### src/rtl/filtro_pkg.sv
`default_nettype none
// ============================================================================
// filtro_pkg: shared FIR-path parameter defaults and sequencer state encoding.
// Rev 1.0
// ============================================================================
package filtro_pkg;

  localparam int DEF_W     = 24;
  localparam int DEF_TAPS  = 5;
  localparam int DEF_AW    = 3;
  localparam int DEF_ACC_W = 51;

  localparam logic [1:0] ST_IDLE  = 2'd0;
  localparam logic [1:0] ST_MULT  = 2'd1;
  localparam logic [1:0] ST_DRAIN = 2'd2;
  localparam logic [1:0] ST_HOLD  = 2'd3;

  typedef enum logic [1:0] {
    IDLE  = ST_IDLE,
    MULT  = ST_MULT,
    DRAIN = ST_DRAIN,
    HOLD  = ST_HOLD
  } estado_t;

endpackage
`default_nettype wire

### src/rtl/linea_retardo.sv
`default_nettype none
// ============================================================================
// linea_retardo: TAPS x W sample delay line, load-enabled shift, async clear.
// Rev 1.0
// ============================================================================
module linea_retardo
  import filtro_pkg::*;
#(
  parameter int W    = DEF_W,
  parameter int TAPS = DEF_TAPS
) (
  input  logic                     clk,
  input  logic                     rst,
  input  logic                     i_load,
  input  logic [W-1:0]             i_muestra,
  output logic [TAPS-1:0][W-1:0]   o_linea
);

  logic [TAPS-1:0][W-1:0] r_linea;

  // Entry 0 holds the newest sample; older samples move toward TAPS-1.
  always_ff @(posedge clk or posedge rst) begin
    if (rst) begin
      r_linea <= '0;
    end else if (i_load) begin
      r_linea <= {r_linea[TAPS-2:0], i_muestra};
    end
  end

  assign o_linea = r_linea;

endmodule
`default_nettype wire

### src/rtl/secuenciador_mac.sv
`default_nettype none
// ============================================================================
// secuenciador_mac: schedules the shared 24x24 multiplier as a FIR MAC engine.
// Rev 1.0
// ============================================================================
module secuenciador_mac
  import filtro_pkg::*;
#(
  parameter int W     = DEF_W,
  parameter int TAPS  = DEF_TAPS,
  parameter int AW    = DEF_AW,
  parameter int ACC_W = DEF_ACC_W
) (
  input  logic               clk,
  input  logic               reset,
  input  logic               start,
  input  logic [W-1:0]       muestra_in,
  output logic               ocupado,
  output logic [AW-1:0]      coef_addr,
  input  logic [W-1:0]       coef_data,
  output logic [W-1:0]       mult_a,
  output logic [W-1:0]       mult_b,
  input  logic [2*W-1:0]     mult_p,
  output logic [ACC_W-1:0]   resultado,
  output logic               valido,
  input  logic               listo
);

  localparam logic [AW-1:0] C_K_LAST = AW'(TAPS - 1);

  estado_t                r_state;
  estado_t                w_state_nxt;
  logic [AW-1:0]          r_k;
  logic [ACC_W-1:0]       r_acc;
  logic [2*W-1:0]         r_p_reg;
  logic                   r_p_val;
  logic                   w_accept;
  logic [TAPS-1:0][W-1:0] w_linea;
  logic [W-1:0]           w_tap;
  logic [ACC_W-1:0]       w_p_ext;

  linea_retardo #(
    .W    (W),
    .TAPS (TAPS)
  ) u_linea (
    .clk       (clk),
    .rst       (reset),
    .i_load    (w_accept),
    .i_muestra (muestra_in),
    .o_linea   (w_linea)
  );

  assign w_p_ext = ACC_W'($signed(r_p_reg));

  always_comb begin
    w_tap = '0;
    for (int i = 0; i < TAPS; i++) begin
      if (r_k == AW'(i)) w_tap = w_linea[i];
    end
  end

  always_ff @(posedge clk or posedge reset) begin
    if (reset) r_state <= IDLE;
    else       r_state <= w_state_nxt;
  end

  always_comb begin
    w_state_nxt = r_state;
    w_accept    = 1'b0;
    ocupado     = 1'b1;
    valido      = 1'b0;
    resultado   = '0;
    coef_addr   = '0;
    mult_a      = '0;
    mult_b      = '0;
    case (r_state)
      IDLE: begin
        ocupado = 1'b0;
        if (start) begin
          w_accept    = 1'b1;
          w_state_nxt = MULT;
        end
      end
      MULT: begin
        coef_addr = r_k;
        mult_a    = w_tap;
        mult_b    = coef_data;
        if (r_k == C_K_LAST) w_state_nxt = DRAIN;
      end
      DRAIN: begin
        w_state_nxt = HOLD;
      end
      HOLD: begin
        valido    = 1'b1;
        resultado = r_acc;
        // A new run may start on the same edge the result is consumed.
        if (listo) begin
          if (start) begin
            w_accept    = 1'b1;
            w_state_nxt = MULT;
          end else begin
            w_state_nxt = IDLE;
          end
        end
      end
      default: w_state_nxt = IDLE;
    endcase
  end

  // The product is registered one cycle before it is accumulated, so the
  // last tap's product is folded in during DRAIN.
  always_ff @(posedge clk or posedge reset) begin
    if (reset) begin
      r_k     <= '0;
      r_acc   <= '0;
      r_p_reg <= '0;
      r_p_val <= 1'b0;
    end else if (w_accept) begin
      r_k     <= '0;
      r_acc   <= '0;
      r_p_val <= 1'b0;
    end else begin
      case (r_state)
        MULT: begin
          r_p_reg <= mult_p;
          r_p_val <= 1'b1;
          if (r_p_val) r_acc <= r_acc + w_p_ext;
          if (r_k != C_K_LAST) r_k <= r_k + AW'(1);
        end
        DRAIN: begin
          r_acc   <= r_acc + w_p_ext;
          r_p_val <= 1'b0;
        end
        default: ;
      endcase
    end
  end

endmodule
`default_nettype wire

### config.mk
export PLATFORM = sky130hd
export DESIGN_NAME = secuenciador_mac
export DESIGN_NICKNAME = d
export VERILOG_FILES = /design/src/rtl/filtro_pkg.sv /design/src/rtl/linea_retardo.sv /design/src/rtl/secuenciador_mac.sv
export SDC_FILE = /design/constraint.sdc
export NUM_CORES = 1
export LEC_CHECK = 0
export BUFFER_PORTS_ARGS = -buffer_cell sky130_fd_sc_hd__buf_2
export CORE_MARGIN = 2
export CORE_UTILIZATION = 50
export CTS_CLUSTER_DIAMETER = 200
export DETAILED_ROUTE_END_ITERATION = 10
export PLACE_DENSITY_LB_ADDON = 0.08
export SYNTH_ARGS = -nofsm -noshare
export SYNTH_HDL_FRONTEND = slang
export SYNTH_HIERARCHICAL = 1
export SYNTH_SLANG_ARGS = --single-unit
### constraint.sdc
create_clock -name clk -period 5.7 [get_ports clk]
set_clock_uncertainty 0.1 [all_clocks]
set_input_delay 0.57 -clock clk [delete_from_list [all_inputs] [get_ports clk]]
set_output_delay 0.57 -clock clk [all_outputs]
set_load 0.005 [all_outputs]
==> impl_metrics.csv <==
group,metric,value,unit
status,status,"complete, no violations",
placement,port_buffers,203,
timing,whs,64.56,ps
yosys,synth-edff-count,0,
clock_tree,cts_resized,0,
yosys,ys_ff_latch,225,
placement,dpl.hpwl,22.68,mm
timing,slew-limit-headroom,0.3133,
worst_setup_path,cp.required,5030,ps
clock_tree,numCtsBuffers,26,
clock_tree,clkSinkCount,225,
yosys,avgSynthCellArea,10.16,sq um
die,initial_core_util,0.5046,
clock_tree,holdBufCountCts,0,
yosys,synthCells,1328,
worst_setup_path,worst_r2r_path_depth,7,
power,total_power,10.61,mW
finish,drive_gt1_frac,0.3033,
worst_setup_path,r2r_end,"u_linea/o_linea[75]",
worst_setup_path,crit_type,"reg -> out",
die,dieArea,0.02830,sq mm
finish,syn_to_final_growth,13.81,%
worst_setup_path,cp_slowest_cell,"nor3b_2",
yosys,syn_nets,1489,
timing,fin_tns_setup,0,ps
worst_setup_path,end_kind,"primary output",
clock_tree,cts_tree,"done",
drt,drtPass1Iterations,5,
clock_tree,clock_latency,550,ps
drt,drt_iter0_markers,547,
finish,fin_util,0.5743,
yosys,ys_warn_count,6,
timing,fmax,0.2531,GHz
drt,wl,33.08,mm
timing,rsz0062_at_grt,"false",
placement,placed_cell_area,0.01452,sq mm
drt,vias,10530,
timing,setup_viol,0,
finish,final_cells,1843,
finish,final_cell_mix,"225 x dfrtp_1, 203 x buf_2, 169 x mux2_2",
drt,ant_nets,0,
worst_setup_path,cp-start-kind,"register",
power,leakage,7.340,nW
die,die_width,168.2,um
worst_setup_path,path_cells,"inv_1, ha_1, nor3b_2, buf_4, a22oi_1, nand2_1, o21ai_0, o211ai_1, o211a_1, buf_2",
finish,largest_register_ffs,120,
global_routing,grt_overflow_total,0,
yosys,ys_seq_area_frac,0.4175,
worst_setup_path,slowest_delay,830,ps
global_routing,grt_pass1_wl,54.45,mm
worst_setup_path,timing.rr.start,"r_state[0]",
worst_setup_path,critPathArrivalTime,3280,ps
drt,vias_per_cell,5.714,
power,ir_drop,0.3196,mV
die,fp.coreArea,0.02673,sq mm
drt,drc,0,
run,max-cap-violations,0,
die,die_y,168.2,um
placement,place.gp.congestion,0.8978,
yosys,syn-cell-area,0.01349,sq mm
drt,post_drt_wl_per_cell,17.95,um
timing,min_period_over_period,0.6931,
placement,placed_cells_incl_taps,1796,
min_path,hold_class,"in -> async",
global_routing,grt_pass1_vias,10380,
die,io_pins,204,
timing,finalWorstSetupSlack,1749,ps
finish,nNetsFinal,1644,
timing,report.final.slew_viol_count,0,
finish,final_common_cell,"dfrtp_1",
clock_tree,post_cts_buffers,0,
global_routing,grt_usage,0.2345,
yosys,async_flop_share,1.000,
yosys,synth_ff_type,"dfrtp_1",
die,core.rowCount,60,
placement,pre_cts_ws,2310,ps
timing,hold_violations,0,
clock_tree,cts-root-buf,"clkbuf_16",
power,p_per_area,691.1,mW/mm^2
clock_tree,clk_path_buf_depth,3,
worst_setup_path,r2r_slack,2340,ps
finish,final_cell_area,0.01535,sq mm
finish,num-fill-cells,2406,
clock_tree,htreeDepth,1,
timing,worstMarginPinSlew,1026,ps
global_routing,antenna_found_initial,2,
clock_tree,clkTransAtPathRegs,60,ps
yosys,yosys.cell_types.count,75,
global_routing,grt_max_degree,94,
worst_setup_path,path_max_fanout,13,
timing,period_minus_slack,3951,ps
Yosys cell counts, types with 6 or more instances:
library cell,count,area share
a21o_1,21,0.012
a21oi_1,79,0.029
and2_1,86,0.040
buf_2,6,0.0022
mux2_2,169,0.14
o211ai_1,32,0.018
ha_1,60,0.056
o21ai_1,7,0.0026
xnor2_1,20,0.013
nand3_1,39,0.014
nand2_1,147,0.041
a211oi_1,11,0.0061
nor2_1,48,0.013
buf_6,16,0.013
inv_1,23,0.0064
o21a_1,7,0.0039
xor2_1,11,0.0071
a22oi_1,27,0.015
o21ai_0,61,0.023
o211a_1,27,0.020
o21bai_1,9,0.0050
clkbuf_1,51,0.014
a31oi_1,9,0.0042
dfrtp_1,225,0.42
nand4_1,19,0.0088
nor3_1,15,0.0056
worst max-delay path, delay by kind of cell, from the launching register on:
kind                     cells  cell delay (ps)
AO/OA/AOI/OAI                4              630
flip-flops                   1              410
adder cells (fa/ha/maj)      1              200
AND/OR/NAND/NOR              2              900
buffers and inverters        3              590
where the power goes:
| group | leakage, nW | switching [mW] | internal [mW] |
|---|---|---|---|
| clock network | 0.407 | 0.683 | 0.916 |
| logic | 4.17 | 3.33 | 2.68 |
| registers | 2.76 | 0.591 | 2.41 |
cells by family (layout without fill, tap and decap cells):
logic type	count (synthesis)	in the layout	share of synthesized area
multiplexers	171	171	0.1426
AND/OR/NAND/NOR	394	394	0.1443
flip-flops	225	225	0.4175
adder cells (fa/ha/maj)	61	61	0.05715
other	0	2	0
XOR/XNOR	31	31	0.02013
AO/OA/AOI/OAI	335	335	0.1711
buffers and inverters	111	283	0.04731
how the worst max path moves through the flow:
stage / startpoint / end / slack [ps] / cells past startpoint
2_1_floorplan: reset / u_linea/o_linea[0] / 1840 / 1
4_1_cts: r_k[0] / mult_a[16] / 1710 / 10
6_report: r_k[0] / mult_a[16] / 1750 / 10
5_1_grt: r_k[0] / mult_a[16] / 1490 / 10
3_3_place_gp: r_state[0] / u_linea/o_linea[59] / 2390 / 7
3_5_place_dp: r_k[0] / mult_a[16] / 2310 / 10
layout make-up:
cell class / count / area, sq um / area share
Multi-Input combinational cell: 992 / 7256 / 0.4727
Sequential cell: 225 / 5630 / 0.3668
Timing Repair Buffer: 214 / 1111 / 0.07238
Clock buffer: 36 / 748.2 / 0.04874
Tap cell: 341 / 426.7 / 0.02780
Inverter: 24 / 100.1 / 0.006521
Clock inverter: 9 / 72.57 / 0.004728
Antenna cell: 2 / 5.005 / 0.0003261
routing by layer:
metal	vias to the layer above	share of wire	track usage	wire [um]
met2	231	0.47	0.3845	15430
met5	-	0	0	0
li1	5122	-	-	-
met4	0	0.029	0.07046	949
met1	5129	0.47	0.3244	15390
met3	48	0.040	0.03338	1310
(Power assumes the default switching activity.)
